[src/rtl/instr_fetch_unit_pkg.sv]
// Shared core constants: opcodes, ALU op codes, fetch NOP/reset PC and fetch FSM states.
// Latency: n/a (constants and pure functions only).
// Backpressure: n/a.
package instr_fetch_unit_pkg;

    // Canonical NOP: addi x0, x0, 0
    localparam logic [31:0] NOP_INSTR        = 32'h0000_0013;
    localparam logic [31:0] RESET_PC_DEFAULT = 32'h0000_0000;

    // Major opcodes seen by the main controller
    localparam logic [6:0] OPC_LOAD   = 7'b0000011;
    localparam logic [6:0] OPC_OP_IMM = 7'b0010011;
    localparam logic [6:0] OPC_AUIPC  = 7'b0010111;
    localparam logic [6:0] OPC_STORE  = 7'b0100011;
    localparam logic [6:0] OPC_OP     = 7'b0110011;
    localparam logic [6:0] OPC_LUI    = 7'b0110111;
    localparam logic [6:0] OPC_BRANCH = 7'b1100011;
    localparam logic [6:0] OPC_JALR   = 7'b1100111;
    localparam logic [6:0] OPC_JAL    = 7'b1101111;

    typedef enum logic [3:0] {
        ALU_ADD  = 4'd0,
        ALU_SUB  = 4'd1,
        ALU_AND  = 4'd2,
        ALU_OR   = 4'd3,
        ALU_XOR  = 4'd4,
        ALU_SLL  = 4'd5,
        ALU_SRL  = 4'd6,
        ALU_SRA  = 4'd7,
        ALU_SLT  = 4'd8,
        ALU_SLTU = 4'd9
    } alu_op_e;

    // Fetch FSM: issue a request, wait for its word, or park the word while stalled
    typedef enum logic [1:0] {
        ST_REQ  = 2'd0,
        ST_WAIT = 2'd1,
        ST_HOLD = 2'd2
    } fetch_state_e;

    function automatic logic [6:0] opcode_of(input logic [31:0] instr);
        return instr[6:0];
    endfunction

endpackage

[src/rtl/instr_fetch_unit_if_id_reg.sv]
// IF/ID pipeline register with stall hold, flush/redirect bubble and word load.
// Latency: a load presented in cycle N is visible on the outputs in cycle N+1.
// Backpressure: stall_i holds contents; any cycle without stall or load inserts a bubble.
// Ports: clk/rst; stall_i, flush_i, bubble_i control; load_vld/load_instr/load_pc
//        new word; if_valid/if_instr/if_pc register outputs.
module fetch_if_id_reg
    import instr_fetch_unit_pkg::*;
#(
    parameter int XLEN = 32
) (
    input  logic            clk,
    input  logic            rst,
    input  logic            stall_i,
    input  logic            flush_i,
    input  logic            bubble_i,
    input  logic            load_vld,
    input  logic [31:0]     load_instr,
    input  logic [XLEN-1:0] load_pc,
    output logic            if_valid,
    output logic [31:0]     if_instr,
    output logic [XLEN-1:0] if_pc
);

    logic            valid_q, valid_d;
    logic [31:0]     instr_q, instr_d;
    logic [XLEN-1:0] pc_q, pc_d;

    // Flush/redirect win over everything; a load only ever arrives unstalled.
    always_comb begin
        valid_d = valid_q;
        instr_d = instr_q;
        pc_d    = pc_q;
        if (flush_i || bubble_i) begin
            valid_d = 1'b0;
            instr_d = NOP_INSTR;
        end else if (load_vld) begin
            valid_d = 1'b1;
            instr_d = load_instr;
            pc_d    = load_pc;
        end else if (!stall_i) begin
            valid_d = 1'b0;
            instr_d = NOP_INSTR;
        end
    end

    always_ff @(posedge clk or posedge rst) begin
        if (rst) begin
            valid_q <= 1'b0;
            instr_q <= NOP_INSTR;
            pc_q    <= '0;
        end else begin
            valid_q <= valid_d;
            instr_q <= instr_d;
            pc_q    <= pc_d;
        end
    end

    assign if_valid = valid_q;
    assign if_instr = instr_q;
    assign if_pc    = pc_q;

endmodule

[src/rtl/instr_fetch_unit.sv]
// Instruction fetch: owns the PC, issues one imem request at a time, fills IF/ID.
// Latency: word returned with imem_rvalid in cycle N appears on if_* in cycle N+1.
// Backpressure: stall_i parks a returned word in the hold buffer and blocks new requests.
// Ports: clk/rst; stall_i, flush_i, brn_taken_i/brn_target_i from downstream;
//        imem_req/imem_addr/imem_rvalid/imem_rdata memory side;
//        if_valid/if_instr/if_pc/if_opcode IF/ID outputs.
module instr_fetch_unit
    import instr_fetch_unit_pkg::*;
#(
    parameter int              XLEN     = 32,
    parameter logic [XLEN-1:0] RESET_PC = XLEN'(RESET_PC_DEFAULT)
) (
    input  logic            clk,
    input  logic            rst,
    input  logic            stall_i,
    input  logic            flush_i,
    input  logic            brn_taken_i,
    input  logic [XLEN-1:0] brn_target_i,
    output logic            imem_req,
    output logic [XLEN-1:0] imem_addr,
    input  logic            imem_rvalid,
    input  logic [31:0]     imem_rdata,
    output logic            if_valid,
    output logic [31:0]     if_instr,
    output logic [XLEN-1:0] if_pc,
    output logic [6:0]      if_opcode
);

    fetch_state_e    state_q, state_d;
    logic [XLEN-1:0] pc_q, pc_d;
    logic            drop_q, drop_d;       // in-flight response belongs to a redirected-away fetch
    logic [31:0]     hold_instr_q, hold_instr_d;
    logic [XLEN-1:0] hold_pc_q, hold_pc_d;

    logic            load_vld;
    logic [31:0]     load_instr;
    logic [XLEN-1:0] load_pc;

    always_comb begin
        state_d      = state_q;
        pc_d         = pc_q;
        drop_d       = drop_q;
        hold_instr_d = hold_instr_q;
        hold_pc_d    = hold_pc_q;
        load_vld     = 1'b0;
        load_instr   = hold_instr_q;
        load_pc      = hold_pc_q;

        if (brn_taken_i) begin
            pc_d = {brn_target_i[XLEN-1:2], 2'b00};
            case (state_q)
                ST_WAIT: begin
                    // A response arriving with the redirect is simply thrown away;
                    // otherwise the outstanding one must be dropped when it lands.
                    if (imem_rvalid) begin
                        drop_d  = 1'b0;
                        state_d = ST_REQ;
                    end else begin
                        drop_d  = 1'b1;
                        state_d = ST_WAIT;
                    end
                end
                ST_HOLD: begin
                    drop_d  = 1'b0;
                    state_d = ST_REQ;
                end
                default: begin
                    // REQ: the request going out this cycle is now stale
                    drop_d  = 1'b1;
                    state_d = ST_WAIT;
                end
            endcase
        end else begin
            case (state_q)
                ST_REQ: state_d = ST_WAIT;
                ST_WAIT: begin
                    if (imem_rvalid) begin
                        if (drop_q) begin
                            drop_d  = 1'b0;
                            state_d = ST_REQ;
                        end else if (!stall_i) begin
                            load_vld   = 1'b1;
                            load_instr = imem_rdata;
                            load_pc    = pc_q;
                            pc_d       = pc_q + XLEN'(4);
                            state_d    = ST_REQ;
                        end else begin
                            hold_instr_d = imem_rdata;
                            hold_pc_d    = pc_q;
                            state_d      = ST_HOLD;
                        end
                    end
                end
                ST_HOLD: begin
                    if (!stall_i) begin
                        load_vld = 1'b1;
                        pc_d     = pc_q + XLEN'(4);
                        state_d  = ST_REQ;
                    end
                end
                default: state_d = ST_REQ;
            endcase
        end
    end

    always_ff @(posedge clk or posedge rst) begin
        if (rst) begin
            state_q      <= ST_REQ;
            pc_q         <= RESET_PC;
            drop_q       <= 1'b0;
            hold_instr_q <= NOP_INSTR;
            hold_pc_q    <= '0;
        end else begin
            state_q      <= state_d;
            pc_q         <= pc_d;
            drop_q       <= drop_d;
            hold_instr_q <= hold_instr_d;
            hold_pc_q    <= hold_pc_d;
        end
    end

    // Request strobe decoded from the state flop; masked while reset is held so the
    // first request appears in the cycle reset is released.
    assign imem_req  = (state_q == ST_REQ) && !rst;
    assign imem_addr = pc_q;

    fetch_if_id_reg #(
        .XLEN(XLEN)
    ) u_if_id (
        .clk        (clk),
        .rst        (rst),
        .stall_i    (stall_i),
        .flush_i    (flush_i),
        .bubble_i   (brn_taken_i),
        .load_vld   (load_vld),
        .load_instr (load_instr),
        .load_pc    (load_pc),
        .if_valid   (if_valid),
        .if_instr   (if_instr),
        .if_pc      (if_pc)
    );

    assign if_opcode = opcode_of(if_instr);

endmodule

[config.mk]
export PLATFORM = sky130hd
export DESIGN_NAME = instr_fetch_unit
export DESIGN_NICKNAME = d
export VERILOG_FILES = /design/src/rtl/instr_fetch_unit_pkg.sv /design/src/rtl/instr_fetch_unit_if_id_reg.sv /design/src/rtl/instr_fetch_unit.sv
export SDC_FILE = /design/constraint.sdc
export NUM_CORES = 1
export LEC_CHECK = 0
export ABC_AREA = 1
export CELL_PAD_IN_SITES_DETAIL_PLACEMENT = 0
export CELL_PAD_IN_SITES_GLOBAL_PLACEMENT = 1
export CORE_ASPECT_RATIO = 0.6
export CORE_MARGIN = 2
export CORE_UTILIZATION = 33
export DETAILED_ROUTE_END_ITERATION = 8
export PLACE_DENSITY_LB_ADDON = 0.1
export SYNTH_ARGS = -nofsm -noshare
export SYNTH_HDL_FRONTEND = slang
export SYNTH_HIERARCHICAL = 1
export SYNTH_SLANG_ARGS = --single-unit
[constraint.sdc]
create_clock -name clk -period 2.9 [get_ports clk]
set_clock_uncertainty 0.05 [all_clocks]
set_input_delay 0.435 -clock clk [delete_from_list [all_inputs] [get_ports clk]]
set_output_delay 0.435 -clock clk [all_outputs]
set_load 0.02 [all_outputs]
==> results.yml <==
clocking:
  cts_max_path_buffers: 2
  clockRootBuffer: "clkbuf_16"
  postCtsSetupBuffers: 0
  htree_num_levels: 4
  cts_tree: "done"
  cts_made_buffers: 17
  cts_sinks: 160
  ctsHoldBuffers: 0
  insertion_delay_ps: 430
  clk_pin_slew_ps: 60
  cts_resized: 0
floorplanning:
  coreArea_um2: 24300
  initial_utilization: 0.337
  fp.dieW_um: 207
  fp-row-count: 44
  die-height_um: 126
  io_pins: 175
  die_area_um2: 26100
status:
  outcome: "complete, no violations"
sta:
  setup_viol_count_final: 0
  tns_ps: 0
  fin_crit_sh: 0.793
  rsz0062_at_grt: "false"
  post-route-min-period_ps: 2300
  tightestPinTransition_ps: 638
  hold_viol_final: 0
  fmax_mhz: 435
  finalMaxSlewViolations: 0
  timing.slew.headroom: 0.574
  fin_ws_ps: 600
critical_path:
  setup.worst_path.class: "flop to output pin"
  worstPathRequired_ps: 2410
  worst_setup_path_start_kind: "flop"
  worstReg2RegStart: "state_q[1]"
  reg2reg_slack_ps: 720
  rr_endpoint: "imem_addr[27]"
  worstPathArrival_ps: 1810
  reg2reg_depth: 9
  end_kind: "output pin"
  cp_max_fo: 3
global_route:
  grt_pass1_wl_um: 40100
  antenna_found_initial: 0
  gr-total-overflow: 0
  grt_max_degree: 125
  grt_pass1_vias: 7146
  grt_util_all_layers: 0.197
final_layout:
  drive_above_1_share: 0.0629
  final_cell_mix: "nand2_1, clkdlybuf4s50_1, nand3_1, dfrtp_1, inv_1"
  multiInputGateArea_um2: 3400
  final_common_cell: "nand2_1"
  syn_to_final_growth_pct: 32.2
  num-fill-cells: 2480
  nets: 1302
  insertedDiodeCount: 0
  final-seq-area_um2: 4010
power_and_ir_drop:
  p_clk_frac: 0.349
  p_total_mw: 7.72
  internal_power_mw: 5.38
  switching_share: 0.303
  combPwrFrac: 0.241
  power.switching_mw: 2.34
  ir_drop_uv: 416
  p_leak_nw: 5.25
  power_frac_seq: 0.411
  power.density_nw_per_um2: 714
place:
  portBuffers: 170
  pre_cts_ws_ps: 388
  gp_congestion: 0.825
  hpwl_um: 16900
logic_synthesis:
  synth.cell_area_um2: 8180
  yosysWarnings: 6
  synth_cell_types: 30
  synth_seq_area_share: 0.490
  ys_seq_elements: 160
  avgSynthCellArea_um2: 7.53
  synth_cells: 1086
drt:
  wl_um: 24400
  drtIter0Drc: 438
  drt-wirelength-per-cell_um: 15.6
  vias: 7293
  first_pass_iters: 5
  post-route-drc-count: 0
  viasPerCell: 4.67
  antenna_left: 0
min_path:
  hold_class: "input port to asynchronous set/reset pin"
job:
  maxCapViolations: 0
## metal layers
layer  GRT usage  vias up  share of wire
li1            -     3736              -
met1       0.304     3389           0.54
met2       0.274      153           0.40
met3      0.0461       15          0.048
met4      0.0517        0         0.0096
met5           0        -              0
## worst max path at each step
stage / start / to / slack (ps) / depth (start not counted)
2_1_floorplan: rst / u_if_id/if_instr[10] / 790 / 1
3_3_place_gp: imem_rvalid / u_if_id/if_instr[27] / 350 / 7
3_5_place_dp: imem_rvalid / imem_addr[27] / 390 / 8
4_1_cts: state_q[0] / imem_req / 570 / 5
5_1_grt: state_q[0] / imem_req / 440 / 5
6_report: state_q[0] / imem_req / 600 / 5
## power by group through the flow
stage / registers, mW / logic, mW / clock network (mW)
after floorplan: 3.28 / 1.10 / 0
after global placement: 3.20 / 1.85 / 0
after detailed placement: 3.21 / 1.88 / 0
after CTS: 3.17 / 1.89 / 2.75
after global routing: 3.26 / 2.15 / 2.86
final: 3.17 / 1.86 / 2.69
## critical path: stages, from the launching register on
cell             delay (ps)
dfrtp_1                 380
inv_1                   100
ha_1                    160
inv_1                    50
nor2_1                   80
clkdlybuf4s50_1         610
## stage by stage
step           hold WS (ps)  utilization  instances  instance area (um2)
6_report                408        0.446       1563                10800
5_1_grt                 436        0.446       1563                10800
4_1_cts                 408        0.446       1563                10800
3_5_place_dp            408        0.417       1531                10100
3_3_place_gp            408        0.417       1531                10100
2_1_floorplan           403            -       1089                 8190
## synthesized netlist by cell type, drive strengths merged
master | number | area share
o21bai | 1 | 0.0014
nor2 | 53 | 0.029
and2 | 3 | 0.0023
clkbuf | 16 | 0.0073
ha | 4 | 0.0061
nand3 | 154 | 0.094
dfstp | 6 | 0.019
o211ai | 1 | 0.00092
a21oi | 4 | 0.0024
clkinv | 1 | 0.0011
or2 | 4 | 0.0031
nand2 | 388 | 0.18
nor3b | 1 | 0.0015
buf | 52 | 0.044
inv | 96 | 0.044
conb | 1 | 0.00046
o21ai | 146 | 0.090
o211a | 1 | 0.0012
dfrtp | 154 | 0.47
## final cells by class
class | count | share of cell area
flip-flops and latches | 160 | 0.371
clock inverters | 12 | 0.0217
repair buffers | 188 | 0.179
inverters | 97 | 0.0346
multi-input cells | 764 | 0.314
well taps | 322 | 0.0372
clock buffers | 20 | 0.0422
## state kept, by name, indices dropped and copies added (netlist names)
signal	cells
hold_instr_q	32
imem_addr	30
u_if_id/if_valid	1
u_if_id/if_pc	32
drop_q	1
state_q	2
hold_pc_q	30
u_if_id/if_instr	32
## cells by family after synthesis
| group | Yosys count | share of synthesized area |
|---|---|---|
| DFF | 160 | 0.490 |
| and+or+nand+nor | 603 | 0.310 |
| adders and majority gates | 4 | 0.00612 |
| buffers and inverters | 165 | 0.0965 |
| other | 1 | 0.000458 |
| AOI/OAI and AO/OA | 153 | 0.0962 |
(Power assumes the default switching activity.)
